[config.mk]
export PLATFORM = sky130hd
export DESIGN_NAME = nn_output_classifier
export DESIGN_NICKNAME = d
export VERILOG_FILES = /design/src/rtl/nn_classifier_pkg.sv /design/src/rtl/nn_output_classifier_fp32_gt.sv /design/src/rtl/nn_output_classifier.sv
export SDC_FILE = /design/constraint.sdc
export NUM_CORES = 1
export LEC_CHECK = 0
export BUFFER_PORTS_ARGS = -buffer_cell sky130_fd_sc_hd__buf_2
export CAP_MARGIN = 0
export CORE_UTILIZATION = 50
export DETAILED_ROUTE_END_ITERATION = 8
export PLACE_DENSITY_LB_ADDON = 0.1
export SETUP_SLACK_MARGIN = 0.3
export SYNTH_ARGS = -nofsm -noshare
export SYNTH_HDL_FRONTEND = slang
export SYNTH_HIERARCHICAL = 1
export SYNTH_SLANG_ARGS = --single-unit
[constraint.sdc]
create_clock -name clk -period 10.45 [get_ports clk]
set_clock_uncertainty 0.1 [all_clocks]
set_input_delay 2.09 -clock clk [delete_from_list [all_inputs] [get_ports clk]]
set_output_delay 2.09 -clock clk [all_outputs]
set_load 0.02 [all_outputs]
[src/rtl/nn_classifier_pkg.sv]
// -----------------------------------------------------------------------------
// nn_classifier_pkg
// Shared types, constants and helpers for the fp32 output classifier.
//   state_t       : controller states IDLE / SCAN / DONE
//   FP32_QNAN     : canonical quiet NaN, reported when no runner-up exists
//   FP32_EXP_MAX  : all-ones exponent field (Inf / NaN)
//   is_nan()      : true for exponent all ones with a non-zero mantissa
// -----------------------------------------------------------------------------
package nn_classifier_pkg;

  typedef enum logic [1:0] {
    IDLE = 2'd0,
    SCAN = 2'd1,
    DONE = 2'd2
  } state_t;

  localparam logic [31:0] FP32_QNAN    = 32'h7FC0_0000;
  localparam logic [7:0]  FP32_EXP_MAX = 8'hFF;

  function automatic logic is_nan(input logic [31:0] x);
    return (x[30:23] == FP32_EXP_MAX) && (x[22:0] != 23'd0);
  endfunction

endpackage

[src/rtl/nn_output_classifier_fp32_gt.sv]
// -----------------------------------------------------------------------------
// fp32_gt
// Combinational "a > b" for IEEE-754 single values used by the classifier.
// NaN handling is left to the caller: a_nan flags an unordered candidate and
// gt is only meaningful when neither operand is NaN.
// Ordering: +0 == -0, infinities ordered normally, denormals ordered by bits.
// Ports:
//   a, b   in  32  operands
//   gt     out 1   a strictly greater than b
//   a_nan  out 1   a is a NaN
// -----------------------------------------------------------------------------
module fp32_gt
  import nn_classifier_pkg::*;
(
  input  logic [31:0] a,
  input  logic [31:0] b,
  output logic        gt,
  output logic        a_nan
);

  logic both_zero;

  assign a_nan     = is_nan(a);
  assign both_zero = (a[30:0] == 31'd0) && (b[30:0] == 31'd0);

  // NOTE: combinational logic uses blocking '=' and assigns a default first,
  // so every path drives the output and no latch is inferred.
  always_comb begin
    gt = 1'b0;
    if (a[31] != b[31]) begin
      // Opposite signs: the positive one wins, except +0 versus -0.
      gt = !a[31] && !both_zero;
    end else if (!a[31]) begin
      gt = a[30:0] > b[30:0];
    end else begin
      // Both negative: the smaller magnitude is the larger value.
      gt = a[30:0] < b[30:0];
    end
  end

endmodule

[src/rtl/nn_output_classifier.sv]
// -----------------------------------------------------------------------------
// nn_output_classifier
// Captures a packed fp32 result vector and scans it one element per cycle to
// report the argmax class and its score. NaN elements never win; ties keep the
// lowest index; an all-NaN vector reports index 0 with element 0's bits.
// Optional build macro NN_CLASSIFIER_RUNNER_UP_EN adds the second-largest
// non-NaN element (out_index2 / out_value2, 0 / quiet NaN when none exists).
// Ports:
//   clk, rst_n            clock, asynchronous active-low reset
//   in_valid/in_ready     input vector handshake (in_ready = IDLE)
//   in_data               element i at [32*i +: 32]
//   out_valid/out_ready   result handshake (out_valid = DONE)
//   out_index/out_value   argmax index and fp32 bits, held while out_valid
//   out_index2/out_value2 runner-up (only with NN_CLASSIFIER_RUNNER_UP_EN)
//   busy                  high in SCAN or DONE
// -----------------------------------------------------------------------------
module nn_output_classifier
  import nn_classifier_pkg::*;
#(
  parameter int OUTPUTSIZE = 10,
  parameter int IDXW       = (OUTPUTSIZE > 1) ? $clog2(OUTPUTSIZE) : 1
) (
  input  logic                    clk,
  input  logic                    rst_n,
  input  logic                    in_valid,
  output logic                    in_ready,
  input  logic [32*OUTPUTSIZE-1:0] in_data,
  output logic                    out_valid,
  input  logic                    out_ready,
  output logic [IDXW-1:0]         out_index,
  output logic [31:0]             out_value,
`ifdef NN_CLASSIFIER_RUNNER_UP_EN
  output logic [IDXW-1:0]         out_index2,
  output logic [31:0]             out_value2,
`endif
  output logic                    busy
);

  state_t                   state, state_nxt;
  logic [32*OUTPUTSIZE-1:0] cap;
  logic [IDXW-1:0]          scan_idx;
  logic                     best_ok;
  logic [31:0]              elem;
  logic                     elem_nan, elem_gt, take_best;
  logic                     accept, release_out, last;

  assign in_ready    = (state == IDLE);
  assign out_valid   = (state == DONE);
  assign busy        = (state != IDLE);
  assign accept      = in_valid && in_ready;
  assign release_out = out_valid && out_ready;
  assign last        = (scan_idx == IDXW'(OUTPUTSIZE - 1));

  assign elem = cap[32*int'(scan_idx) +: 32];

  // ---------------------------------------------------------------------------
  // Controller
  // ---------------------------------------------------------------------------
  always_ff @(posedge clk or negedge rst_n) begin
    if (!rst_n) state <= IDLE;
    else        state <= state_nxt;
  end

  always_comb begin
    state_nxt = state;
    unique case (state)
      IDLE: if (accept)      state_nxt = (OUTPUTSIZE == 1) ? DONE : SCAN;
      SCAN: if (last)        state_nxt = DONE;
      DONE: if (release_out) state_nxt = IDLE;
      default:               state_nxt = IDLE;
    endcase
  end

  // ---------------------------------------------------------------------------
  // Captured vector: the sender may change in_data once accepted.
  // ---------------------------------------------------------------------------
  // NOTE: pure datapath storage has no reset; it is always written on accept
  // before any element is read, so resetting it would only cost area and
  // reset-tree fanout.
  always_ff @(posedge clk) begin
    if (accept) cap <= in_data;
  end

  // ---------------------------------------------------------------------------
  // Best tracking
  // ---------------------------------------------------------------------------
  fp32_gt u_gt_best (
    .a     (elem),
    .b     (out_value),
    .gt    (elem_gt),
    .a_nan (elem_nan)
  );

  // best_ok is low while the held best is still a NaN element 0.
  assign take_best = !elem_nan && (!best_ok || elem_gt);

  // NOTE: sequential state uses non-blocking '<=' so every register samples
  // pre-edge values regardless of statement order.
  always_ff @(posedge clk or negedge rst_n) begin
    if (!rst_n) begin
      scan_idx  <= '0;
      best_ok   <= 1'b0;
      out_index <= '0;
      out_value <= '0;
    end else if (accept) begin
      scan_idx  <= IDXW'(1);
      best_ok   <= !is_nan(in_data[31:0]);
      out_index <= '0;
      out_value <= in_data[31:0];
    end else if (state == SCAN) begin
      scan_idx <= scan_idx + IDXW'(1);
      if (take_best) begin
        best_ok   <= 1'b1;
        out_index <= scan_idx;
        out_value <= elem;
      end
    end
  end

`ifdef NN_CLASSIFIER_RUNNER_UP_EN
  // ---------------------------------------------------------------------------
  // Runner-up tracking. A displaced best drops to second together with its
  // validity, so a NaN element 0 pushed out of first place never counts.
  // ---------------------------------------------------------------------------
  logic            sec_ok, sec_ok_n;
  logic [IDXW-1:0] sec_idx_n;
  logic [31:0]     sec_val_n;
  logic            sec_gt, sec_a_nan, take_sec;

  fp32_gt u_gt_sec (
    .a     (elem),
    .b     (out_value2),
    .gt    (sec_gt),
    .a_nan (sec_a_nan)
  );

  assign take_sec = !sec_a_nan && (!sec_ok || sec_gt);

  always_comb begin
    sec_ok_n  = sec_ok;
    sec_idx_n = out_index2;
    sec_val_n = out_value2;
    if (take_best) begin
      sec_ok_n  = best_ok;
      sec_idx_n = out_index;
      sec_val_n = out_value;
    end else if (take_sec) begin
      sec_ok_n  = 1'b1;
      sec_idx_n = scan_idx;
      sec_val_n = elem;
    end
  end

  always_ff @(posedge clk or negedge rst_n) begin
    if (!rst_n) begin
      sec_ok     <= 1'b0;
      out_index2 <= '0;
      out_value2 <= '0;
    end else if (accept) begin
      sec_ok     <= 1'b0;
      out_index2 <= '0;
      out_value2 <= FP32_QNAN;
    end else if (state == SCAN) begin
      sec_ok <= sec_ok_n;
      if (last && !sec_ok_n) begin
        // No runner-up exists: report index 0 with the quiet NaN.
        out_index2 <= '0;
        out_value2 <= FP32_QNAN;
      end else begin
        out_index2 <= sec_idx_n;
        out_value2 <= sec_val_n;
      end
    end
  end
`endif

endmodule

; Word level (Yosys, flattened, before mapping)
; Index checks and enable logic that the tools add are counted.
[totals]
inputBits = 324
latch_bits = 0
ram_bits = 0
mem_bits_ro = 0
ff_bits = 363
word_cells = 59
output_inout_bits = 39
memories = 0
[op_classes]
multipliers = 0
n_eq_ne = 9
shift = 1
div_mod_pow = 0
n_lt_le_gt_ge = 2
muxes = 17
add_sub_neg = 1
n_bitwise = 0
reduce_logical = 23
[op_table]
columns = cell, n
row1 = indexed part select 320 x 10 -> 32 bit, 1
row2 = 2-to-1 mux 32 bit, 3
row3 = zero test 31 bit, 2
row4 = nonzero test 23 bit, 2
row5 = greater-than comparator 31 bit, 1
row6 = < comparator 31 bit, 1
row7 = 2-to-1 mux 4 bit, 5
row8 = "== test 8 bit, second input constant", 2
row9 = logical AND 1 bit, 7
row10 = 2-to-1 mux 2 bit, 3
row11 = one-hot mux 2 bit (3 select lines), 1
row12 = nonzero test 2 bit, 3
row13 = zero test 1 bit, 5
row14 = 2-to-1 mux 1 bit, 5
row15 = "adder 4 x 1 -> 4 bit, second input constant", 1
row16 = "== test 4 bit, second input constant", 1
row17 = "inequality test 2 x 1 -> 1 bit, second input constant", 2
row18 = AND reduction 3 bit, 1
row19 = "== test 2 x 1 -> 1 bit, second input constant", 1
row20 = "== test 2 bit, second input constant", 1
row21 = zero test 2 bit, 1
row22 = "inequality test 2 bit, second input constant", 1
row23 = AND reduction 2 bit, 1
row24 = logical OR 1 bit, 1
row25 = inequality test 1 bit, 1

; Logic depth before layout (Yosys ltp)
[depth]
ltp_word = 11
mapped_depth = 20
mapped_depth_nobuf = 16

; Cells and area by module
; Netlist, hierarchy kept.
[by_module_without_submodules]
columns = mod, seq_area_each_um2, area_per_inst_um2, n_inst, cells_per_inst
row1 = nn_output_classifier, 10685.2, 14293.7, 1, 859
row2 = fp32_gt, 0.0, 998.5, 1, 144

; Worst setup path before layout
; No wires, ideal clock.
[synth_timing]
path_type = input-to-reg
start = in in_valid
end = reg out_value[22]
arrival_time_ns = 6.772
setup_slack_ns = 3.483
setup_time_ns = 0.095
t_required_ns = 10.255
n_path_buf = 1
cell_stages = 5
cell_sequence = nand2_1 > inv_2 > buf_2 > a22oi_1 > o21ai_1
[synth_between]
elab_chain_cells = 3
elab_cells_between_ends = 5
classes_between = 1 x mux / 4 x reduce/logical
[synth_rtl]
columns = item, line
row1 = start: declaration, nn_output_classifier.sv:25  ; input logic in_valid,
row2 = logical AND 1 bit (*), nn_output_classifier.sv:50  ; assign accept = in_valid && in_ready;
row3 = net accept, nn_output_classifier.sv:45  ; logic accept, release_out, last;
row4 = nonzero test 2 bit (no line), --
row5 = AND reduction 2 bit (no line), --
row6 = end signal: assignment, nn_output_classifier.sv:109  ; out_value <= in_data[31:0];
row7 = end signal: assignment, nn_output_classifier.sv:115  ; out_value <= elem;
row8 = end: declaration, nn_output_classifier.sv:31  ; output logic [31:0] out_value,
; Mark *: on every way through the listed nets, which the timed path passes. The rest lies on a longest branch.
; A chain may end at the register's enable or synchronous reset.

; Worst setup path after layout
[layout_timing]
start = reg scan_idx[0]
end = reg out_index[3]
[layout_between]
elab_chain_cells = 10
elab_cells_between_ends = 19
classes_between = 2 x order compare / 2 x eq/ne / 1 x shift / 2 x mux / 12 x reduce/logical
[layout_rtl]
columns = item, line
row1 = start: declaration, nn_output_classifier.sv:41  ; logic [IDXW-1:0] scan_idx;
row2 = start signal: assignment, nn_output_classifier.sv:111  ; scan_idx <= scan_idx + IDXW'(1);
row3 = indexed part select 320 x 10 -> 32 bit (*), nn_output_classifier.sv:54  ; assign elem = cap[32*int'(scan_idx) +: 32];
row4 = net elem[16], nn_output_classifier.sv:43  ; logic [31:0] elem;
row5 = branches (longest 4 deep; another with greater-than comparator 31 bit), --
row6 = 2-to-1 mux 1 bit (*), nn_output_classifier_fp32_gt.sv:30  ; if (a[31] != b[31]) begin
row7 = net elem_gt, nn_output_classifier.sv:44  ; logic elem_nan, elem_gt, take_best;
row8 = logical OR 1 bit (*), nn_output_classifier.sv:95  ; assign take_best = !elem_nan && (!best_ok || elem_gt);
row9 = logical AND 1 bit (*), nn_output_classifier.sv:95
row10 = nonzero test 2 bit (no line) (*), --
row11 = AND reduction 2 bit (no line) (*), --
row12 = end signal: assignment, nn_output_classifier.sv:114  ; out_index <= scan_idx;
row13 = end: declaration, nn_output_classifier.sv:30  ; output logic [IDXW-1:0] out_index,
; Mark *: on every way through the listed nets, which the timed path passes.

==> run summary <==
gr usage total: 26.0%
layout cells sized above 1: 31.3%
CTS Root Cell: clkbuf_16
Power Dens Cells: 298 nW/um^2
die span in y: 177 um
io pins: 363
CP endpoint kind: flop
grt total ovfl: 0
nets: 1721
count of hold-fix buffers inserted at cts: 0
Fin. Hold Viols: 0
pre-CTS setup slack: 4390 ps
DP HPWL: 29000 um
vias per inst: 5.57
Bufs and invs on worst path: 3
cells after synthesis: 1003
post-synth top area cell: edfxtp_1
setup tns final: 0 ps
initial antenna violation count: 6
Lkg Pwr: 7.48 nW
Clock transition at path regs: 60 ps
Post-CTS Setup Bufs: 0
Final min period: 6010 ps
worst rel slew slack: 19.4%
core area: 29900 um^2
maxcap violations: 0
asr flop ratio synth: 11.8%
r2r worst-path depth: 17
vias: 9964
Worst Hold Path Cells: 2
gp weighted congestion: 0.874
die area: 31300 um^2
worst hold path type: flop to flop
buffers added on ports: 362
top cell family by delay on the critical path: simple AND/OR/NAND/NOR gates
Req. time, crit path: 10720 ps
antenna viol nets, final: 0
Top FF cell, synth: edfxtp_1
status: complete, no violations
internal power: 3.40 mW
f_max: 0.166 GHz
worst ir drop on vdd: 202 uV
Synth Cell Area: 15300 um^2
area delta synth->final: 21.7%
flops & latches, synth: 363
CTS tree: done
count of cell types in the netlist: 44
Seq pwr share: 37.2%
top-count cell post-synth: edfxtp_1
top cells by area, synth: edfxtp_1, mux2i_1, dfrtp_1
critical path cell sequence: buf_4 -> nor2b_2 -> buf_4 -> a22oi_1 -> a21oi_1 -> inv_1 -> ha_1 -> a21oi_1 -> o21ai_0 -> a221oi_1 -> nand2_1 -> o21a_1 -> nor3_1 -> nand2b_1 -> nand3_2 -> nand3_1 -> o21ai_0
Net Sw Power: 2.15 mW
RSZ-0062 raised after global routing: no
slowest stage cell, crit path: dfrtp_4
Final WS setup: 4440 ps
Initial Utilization: 51.2%
Setup violations, final: 0
crit path launch type: flop
critical-path maximum fanout: 55
Seq/Total Area, Yosys: 69.9%
DR iter-0 viols: 1106
global-route wire length before repair: 59300 um
largest net degree at the start of global routing: 166
Die Width: 177 um
TritonCTS Buffers: 40
CTS max path bufs: 3
Worst-Skew Late Latency: 530 ps
1st-pass router iterations: 6
worst slew pin tran: 1210 ps
CTS sink cnt: 363
Mapped Nets: 1360
combinational fraction of design power: 39.0%
Resized cells post-CTS: 0
Sw Ratio: 38.7%
clock share of power: 23.8%
Synth Area per Inst: 15.2 um^2
WP depth: 17
critical path class: flop to flop
Syn. warnings: 6
share of the synthesized area in the top cell type: 62.8%
Slew Viols, Final: 0
final wirelength: 40800 um
EDFF count, synth: 320
DRC Markers: 0
Worst Path Arrival: 6280 ps
crit share post-route: 57.5%
Commonest cells post-synth: edfxtp_1, mux2i_1, inv_1
H-tree lvl count: 2
Worst path max stage delay: 970 ps
Site Rows: 63
vias in the first global route: 10000
Avg WL per Cell: 22.8 um
stage by stage:
step                      power [mW]  area [um^2]  hold WS (ps)  cells  utilization, %
final                           5.55        18600           440   1789            62.3
after global routing            5.85        18600           464   1787            62.3
after CTS                       5.56        18600           440   1785            62.2
after detailed placement        4.24        17400           434   1712            58.1
after global placement          4.21        17400           438   1712            58.1
after floorplan                 3.60        15300           413   1003               -
power groups by stage:
| stage | Combinational [mW] | Sequential [mW] | Clock (mW) |
|---|---|---|---|
| floorplan | 1.52 | 2.07 | 0 |
| finish | 2.16 | 2.07 | 1.32 |
| global route | 2.36 | 2.09 | 1.40 |
| global placement | 2.13 | 2.09 | 0 |
| CTS | 2.16 | 2.07 | 1.34 |
| detailed placement | 2.15 | 2.09 | 0 |
state kept, by name, summed over array words and instances, names as in the netlist:
name	flops
scan_idx	4
out_value	32
state	2
best_ok	1
out_index	4
cap	320
placed cells by master, fill, tap and decap left out, types with 7 or more instances in the layout:
master     instances
ha_1              33
o21ai_1           31
nand4_1            9
buf_2            362
edfxtp_1         320
buf_4              9
nand3_1            9
clkbuf_1          11
inv_1             71
nor4_1            20
mux2i_1          161
a22oi_1           64
clkinv_2           7
nor2_1            41
nand2_1           18
o21ai_0           11
clkinv_1           9
clkbuf_16         42
nor3_1             9
a221oi_1          33
a21oi_1           44
dfrtp_1           41
cell families after synthesis:
family          share of synthesized area [%]
compound gates                           8.74
xor+xnor                               0.0573
fa+ha+maj                                2.70
buf+inv                                  3.93
flops                                    69.9
mux                                      10.5
simple gates                             4.16
path summary, 6_finish.rpt:
check / startpoint / endpoint / slack (ps)
min in group asynchronous: rst_n / out_value[0]$_DFFE_PN0P_ / 1560
max: scan_idx[0]$_DFFE_PN0P_ / out_index[3]$_DFFE_PN0P_ / 4440
min: best_ok$_DFFE_PN0P_ / best_ok$_DFFE_PN0P_ / 440
min reg2reg: best_ok$_DFFE_PN0P_ / best_ok$_DFFE_PN0P_ / 440
max in group asynchronous: rst_n / scan_idx[0]$_DFFE_PN0P_ / 8230
max reg2reg: scan_idx[0]$_DFFE_PN0P_ / out_index[3]$_DFFE_PN0P_ / 4440
final cells by class:
cell class	count	area (um^2)
Fill cell	2337	11300
Sequential cell	363	10700
Multi-Input combinational cell	516	4030
Timing Repair Buffer	371	1880
Clock buffer	54	1110
Tap cell	390	488
Inverter	72	278
Clock inverter	19	123
Antenna cell	4	10.0
tightest hold or removal path: cells and delay by family, from the launching register on:
family | cells | cell delay (ps)
flops | 1 | 380
compound gates | 1 | 70
buf+inv | 1 | 50
metal layers:
metal / part of all wire, % / track usage (%) / vias up
met1: 43 / 35.9 / 4811
met3: 9.0 / 6.64 / 77
met4: 2.6 / 8.15 / 4
met2: 45 / 40.4 / 451
li1: - / - / 4621
met5: 0.066 / 0 / -
(Power assumes the default switching activity.)
